## src/rtl/mfp_ahb_lite_master.sv

```systemverilog
// AHB-Lite master adapter: turns a valid/ready command stream into pipelined single transfers
// and returns one registered response pulse per command, in order.
module mfp_ahb_lite_master #(
   parameter logic [3:0]  HPROT_VAL   = 4'b0011,
   parameter logic [31:0] RESET_HADDR = 32'h0
) (
   input  logic        HCLK,
   input  logic        HRESET,
   input  logic        cmd_valid,
   output logic        cmd_ready,
   input  logic        cmd_write,
   input  logic [31:0] cmd_addr,
   input  logic [2:0]  cmd_size,
   input  logic [31:0] cmd_wdata,
   output logic        rsp_valid,
   output logic [31:0] rsp_rdata,
   output logic        rsp_err,
   output logic [31:0] HADDR,
   output logic [2:0]  HBURST,
   output logic        HMASTLOCK,
   output logic [3:0]  HPROT,
   output logic [2:0]  HSIZE,
   output logic [1:0]  HTRANS,
   output logic [31:0] HWDATA,
   output logic        HWRITE,
   input  logic [31:0] HRDATA,
   input  logic        HREADY,
   input  logic        HRESP
);

   localparam logic [1:0] HTRANS_IDLE   = 2'b00;
   localparam logic [1:0] HTRANS_NONSEQ = 2'b10;
   localparam logic [2:0] HBURST_SINGLE = 3'b000;
   localparam logic [2:0] HSIZE_32      = 3'b010;

   logic        a_valid;
   logic [31:0] a_addr;
   logic        a_write;
   logic [2:0]  a_size;
   logic [31:0] a_wdata;

   logic        d_valid;
   logic        d_write;
   logic [31:0] d_wdata;

   logic        cmd_accept;

   // A-stage may only change when empty or when the bus advances, so address/control
   // stay frozen through wait states.
   assign cmd_ready  = !a_valid || HREADY;
   assign cmd_accept = cmd_valid && cmd_ready;

   always_ff @(posedge HCLK) begin
      if (HRESET) begin
         a_valid   <= 1'b0;
         a_addr    <= RESET_HADDR;
         a_write   <= 1'b0;
         a_size    <= HSIZE_32;
         a_wdata   <= 32'h0;
         d_valid   <= 1'b0;
         d_write   <= 1'b0;
         d_wdata   <= 32'h0;
         rsp_valid <= 1'b0;
         rsp_rdata <= 32'h0;
         rsp_err   <= 1'b0;
      end else begin
         if (HREADY) begin
            d_valid <= a_valid;
            d_write <= a_write;
            d_wdata <= a_wdata;
         end

         if (cmd_accept) begin
            a_valid <= 1'b1;
            a_addr  <= cmd_addr;
            a_write <= cmd_write;
            a_size  <= cmd_size;
            a_wdata <= cmd_wdata;
         end else if (HREADY) begin
            a_valid <= 1'b0;
         end

         rsp_valid <= d_valid && HREADY;
         rsp_rdata <= (d_valid && !d_write && HREADY) ? HRDATA : 32'h0;
         rsp_err   <= HRESP;
      end
   end

   assign HTRANS    = a_valid ? HTRANS_NONSEQ : HTRANS_IDLE;
   assign HADDR     = a_valid ? a_addr  : RESET_HADDR;
   assign HWRITE    = a_valid ? a_write : 1'b0;
   assign HSIZE     = a_valid ? a_size  : HSIZE_32;
   assign HWDATA    = (d_valid && d_write) ? d_wdata : 32'h0;
   assign HBURST    = HBURST_SINGLE;
   assign HMASTLOCK = 1'b0;
   assign HPROT     = HPROT_VAL;

endmodule
```

## config.mk

```make
export PLATFORM = sky130hd
export DESIGN_NAME = mfp_ahb_lite_master
export DESIGN_NICKNAME = d
export VERILOG_FILES = /design/src/rtl/mfp_ahb_lite_master.sv
export SDC_FILE = /design/constraint.sdc
export NUM_CORES = 1
export LEC_CHECK = 0
export CAP_MARGIN = 20
export CORE_ASPECT_RATIO = 0.75
export CORE_MARGIN = 4
export CORE_UTILIZATION = 25
export CTS_BUF_LIST = sky130_fd_sc_hd__clkbuf_4 sky130_fd_sc_hd__clkbuf_8
export CTS_CLUSTER_SIZE = 8
export DETAILED_ROUTE_END_ITERATION = 8
export GPL_ROUTABILITY_DRIVEN = 0
export SYNTH_ARGS = -nofsm -noshare
export SYNTH_HDL_FRONTEND = slang
export SYNTH_SLANG_ARGS = --single-unit
```

## constraint.sdc

```tcl
create_clock -name HCLK -period 2.65 [get_ports HCLK]
set_input_delay 0.53 -clock HCLK [delete_from_list [all_inputs] [get_ports HCLK]]
set_output_delay 0.53 -clock HCLK [all_outputs]
set_load 0.02 [all_outputs]
```

# --- After elaboration in Yosys (flattened, before gate mapping) ---
# Index checks and enable logic that the tools add are counted.
word_totals:
  register_bits: 137
  elab_cells: 29
  out_inout_bits: 113
  inputBits: 105
op_classes:
  bitwise_logic: 1
  muxes: 7
  n_reduce_logical: 10
ops:
  columns: ["operator", "n"]
  rows:
  - ["2-to-1 mux 32 bit", 2]
  - ["logical AND 1 bit", 5]
  - ["2-to-1 mux 1 bit", 3]
  - ["2-to-1 mux 3 bit", 1]
  - ["zero test 1 bit", 2]
  - ["2-to-1 mux 2 bit", 1]
  - ["nonzero test 2 bit", 1]
  - ["OR reduction 2 bit", 1]
  - ["logical OR 1 bit", 1]
  - ["NOT 1 bit", 1]

# --- Logic depth before layout (Yosys ltp) ---
logic_depth:
  ltp_word: 5
  mapped_depth: 6
  depth_no_buf: 3

# --- Worst setup path after synthesis ---
# Ideal clock, no wire load.
synth_timing:
  path_type: "input-to-output"
  startpoint: "input HREADY"
  endpoint: "output cmd_ready"
  path_slack_ns: 0.984
  arrival_ns: 1.136
  n_path_buf: 3
  path_stages: 4
  t_required_ns: 2.120
  path_cell_list: "buf_6 -> nand2b_4 -> buf_6 -> buf_2"
synth_via:
  elab_chain_len: 1
synth_lines:
  columns: ["element", "line_no", "rtl"]
  rows:
  - ["start: declaration", "27", "input logic HREADY,"]
  - ["logical OR 1 bit", "50", "assign cmd_ready = !a_valid || HREADY;"]
  - ["end: declaration", "10", "output logic cmd_ready,"]
# No other way between the ends.

# --- Worst setup path after layout ---
layout_timing:
  startpoint: "register d_valid"
  endpoint: "output HWDATA[3]"
layout_via:
  elab_chain_len: 2
layout_lines:
  columns: ["element", "line_no", "rtl"]
  rows:
  - ["start: declaration", "42", "logic d_valid;"]
  - ["start signal: assignment", "68", "d_valid <= a_valid;"]
  - ["logical AND 1 bit", "93", "assign HWDATA = (d_valid && d_write) ? d_wdata : 32'h0;"]
  - ["2-to-1 mux 32 bit", "93", null]
  - ["end: declaration", "24", "output logic [31:0] HWDATA,"]
# No other way between the ends.

==> flow_metrics.tcl <==
set metrics [dict create \
    post_cts.repair.setup_buffers 0 \
    pre_cts_ws_ns 0.5388 \
    cts_buffers 17 \
    cts_tree "done" \
    setup_slack_ns 0.2201 \
    ys_types 22 \
    grt_start_max_net_pins 137 \
    synth_flop_cell "dfxtp_1" \
    setup_viol 0 \
    crit_type "register to output pin" \
    avgSynthCellArea_um2 9.605 \
    outcome "finished clean" \
    synth_top_area_share_pct 48.65 \
    ios 218 \
    placedInstanceArea_um2 7870 \
    end_kind "output pin" \
    min_path_type "register to register" \
    p_leak_nw 3.335 \
    highest_layer "met4" \
    r2r-end "a_wdata[1]$_SDFFE_PP0P_" \
    synth_common_cells "137 x dfxtp_1, 68 x a21oi_1, 67 x and2_1, 67 x nand3_1, 60 x a21bo_1" \
    async_flop_share_pct 0 \
    grt_pass1_vias 4580 \
    setup.worst_path.start "d_valid$_SDFFE_PP0P_" \
    drive_gt1_share_pct 7.455 \
    yosys_warnings 0 \
    firstDrtPassIters 4 \
    grt_overflow_total 0 \
    root_buffer "clkbuf_8" \
    htreeDepth 4 \
    r2r_setup_slack_ns 1.03 \
    gr-usage-all-layers_pct 12.68 \
    wl_met3_mm 1.751 \
    finalCriticalPeriod_ns 2.430 \
    finalCritPeriodShare_pct 91.69 \
    p_per_area_nw_per_um2 537.5 \
    antenna_found_initial 0 \
    hold_slack_ns 0.4933 \
    timing.setup.tns_ns 0 \
    met1Wirelength_mm 7.575 \
    die_area_um2 25040 \
    fin_area_um2 8258 \
    drc 0 \
    die-height_um 138.1 \
    wl_per_cell_um 15.12 \
    critPathCapture "HWDATA[3]" \
    synth.ff_latch_count 137 \
    reg2reg_depth 5 \
    vias 4603 \
    r2r_start "a_valid$_SDFFE_PP0P_" \
    slew-limit-headroom_pct 55.32 \
    synth_seq_area_share_pct 48.65 \
    cts_buffer_depth 2 \
    rsz0062_at_grt "no" \
    grt_pass1_wl_mm 25.62 \
    num-nets-final 870 \
    hold_buffers 0 \
    critical_path_arrival_ns 1.90 \
    numClockSinks 137 \
    io_buffers 208 \
    wl_mm 16.23 \
    tightest_slew_ns 0.6702 \
    critPathMaxFanout 24 \
    drtAntennaViolNets 0 \
    fmax_mhz 411.5 \
    via_per_inst 4.290 \
    die_w_um 181.4 \
    slew_violations 0 \
    drt-initial-drc-count 211 \
    fin_skew_ns 0.01184 \
    synth.most_common_cell "dfxtp_1" \
    rows 47 \
    startpoint_type "register" \
    cp.required_ns 2.12 \
    ir_worst_vdd_uv 222.7 \
    finalHoldViolations 0 \
    yosysTopAreaCell "dfxtp_1" \
    hpwl_mm 10.48 \
    core_area_um2 22110 \
    synth_edf_count 0 \
    syn_inst 587 \
    start_util_pct 25.50 \
    clk_latency_ns 0.44 \
    synth.area.top_cells "dfxtp_1 49%, a21bo_1 11%, and2_1 7.4%" \
    syn_area_um2 5638 \
    area_growth_pct 46.47 \
    met2_wirelength_mm 6.794 \
    clk_pin_slew_ns 0.09 \
    maxCapViolCount 0 \
]
[layout by cell type, fill, tap and decap left out, types with 17 or more instances in the layout]
cell type	netlist	routed
clkbuf_8	0	17
mux2i_1	35	35
nand3_1	67	67
and3_1	32	32
a21bo_1	60	60
nor2_1	36	36
dfxtp_1	137	136
and2_1	67	67
a21oi_1	68	68
clkdlybuf4s50_1	0	205
[how the worst min path moves through the flow]
stage | start | slack [ns] | endpoint | depth (start not counted)
6_report | d_wdata[15]$_SDFFE_PP0P_ | 0.49 | d_wdata[15]$_SDFFE_PP0P_ | 2
5_1_grt | d_wdata[15]$_SDFFE_PP0P_ | 0.51 | d_wdata[15]$_SDFFE_PP0P_ | 2
4_1_cts | d_wdata[16]$_SDFFE_PP0P_ | 0.50 | d_wdata[16]$_SDFFE_PP0P_ | 2
3_5_place_dp | d_wdata[18]$_SDFFE_PP0P_ | 0.48 | d_wdata[18]$_SDFFE_PP0P_ | 2
3_3_place_gp | a_wdata[2]$_SDFFE_PP0P_ | 0.47 | d_wdata[2]$_SDFFE_PP0P_ | 2
2_1_floorplan | d_wdata[31]$_SDFFE_PP0P_ | 0.45 | d_wdata[31]$_SDFFE_PP0P_ | 2
[area by class of cell]
| cell class | count | area (um2) |
|---|---|---|
| Fill cell | 2240 | 13850 |
| Timing Repair Buffer | 221 | 2220 |
| Antenna cell | 1 | 2.502 |
| Inverter | 1 | 3.754 |
| Clock buffer | 17 | 234.0 |
| Sequential cell | 137 | 2744 |
| Tap cell | 294 | 367.9 |
| Clock inverter | 15 | 150.1 |
| Multi-Input combinational cell | 387 | 2536 |
[registers in the layout, indices dropped and copies added, names as in the netlist]
signal     flops
a_valid        1
d_wdata       32
d_write        1
a_addr        32
rsp_rdata     32
d_valid        1
a_wdata       32
rsp_err        1
a_size         3
rsp_valid      1
a_write        1
[metal layers]
layer | vias to the layer above | global-route usage, %
met5 | - | 0
met4 | 0 | 3.237
met3 | 7 | 6.933
met2 | 150 | 18.60
met1 | 2106 | 16.30
li1 | 2340 | -
[critical path, cell delays in order, from the launching register on]
cell,delay (ns)
dfxtp_1,0.34
buf_4,0.26
and3_1,0.23
clkdlybuf4s50_1,0.63
[where the power goes]
part / internal [mW] / leakage, nW / total, mW / switching [mW]
Clock: 0.711 / 0.201 / 1.72 / 1.00
Combinational: 0.297 / 2.02 / 0.543 / 0.246
Sequential: 2.14 / 1.12 / 2.18 / 0.0388
Total: 3.15 / 3.34 / 4.44 / 1.29
[cells by family (layout without fill, tap and decap cells)]
kind of cell / count (synthesis) / count (layout) / synth area share [%]
muxes: 35 / 35 / 6.214
other: 2 / 10 / 0.1332
AOI/OAI and AO/OA: 135 / 135 / 17.93
and+or+nand+nor: 208 / 208 / 20.24
buffers and inverters: 70 / 254 / 6.835
DFF: 137 / 137 / 48.65
[what timing repair did]
action                                  in CTS  in global routing
hold endpoints to repair                     0                  0
resized for setup                            0                  1
endpoints found under the setup margin       0                  1
[through the flow]
stage | utilization, % | power [mW] | instances
6_report | 37.35 | 4.438 | 1073
5_1_grt | 37.34 | 4.673 | 1072
4_1_cts | 37.33 | 4.547 | 1072
3_5_place_dp | 35.59 | 2.778 | 1040
3_3_place_gp | 35.59 | 2.776 | 1040
2_1_floorplan | - | 2.526 | 594
No activity file was read; power rests on OpenSTA's default activity.
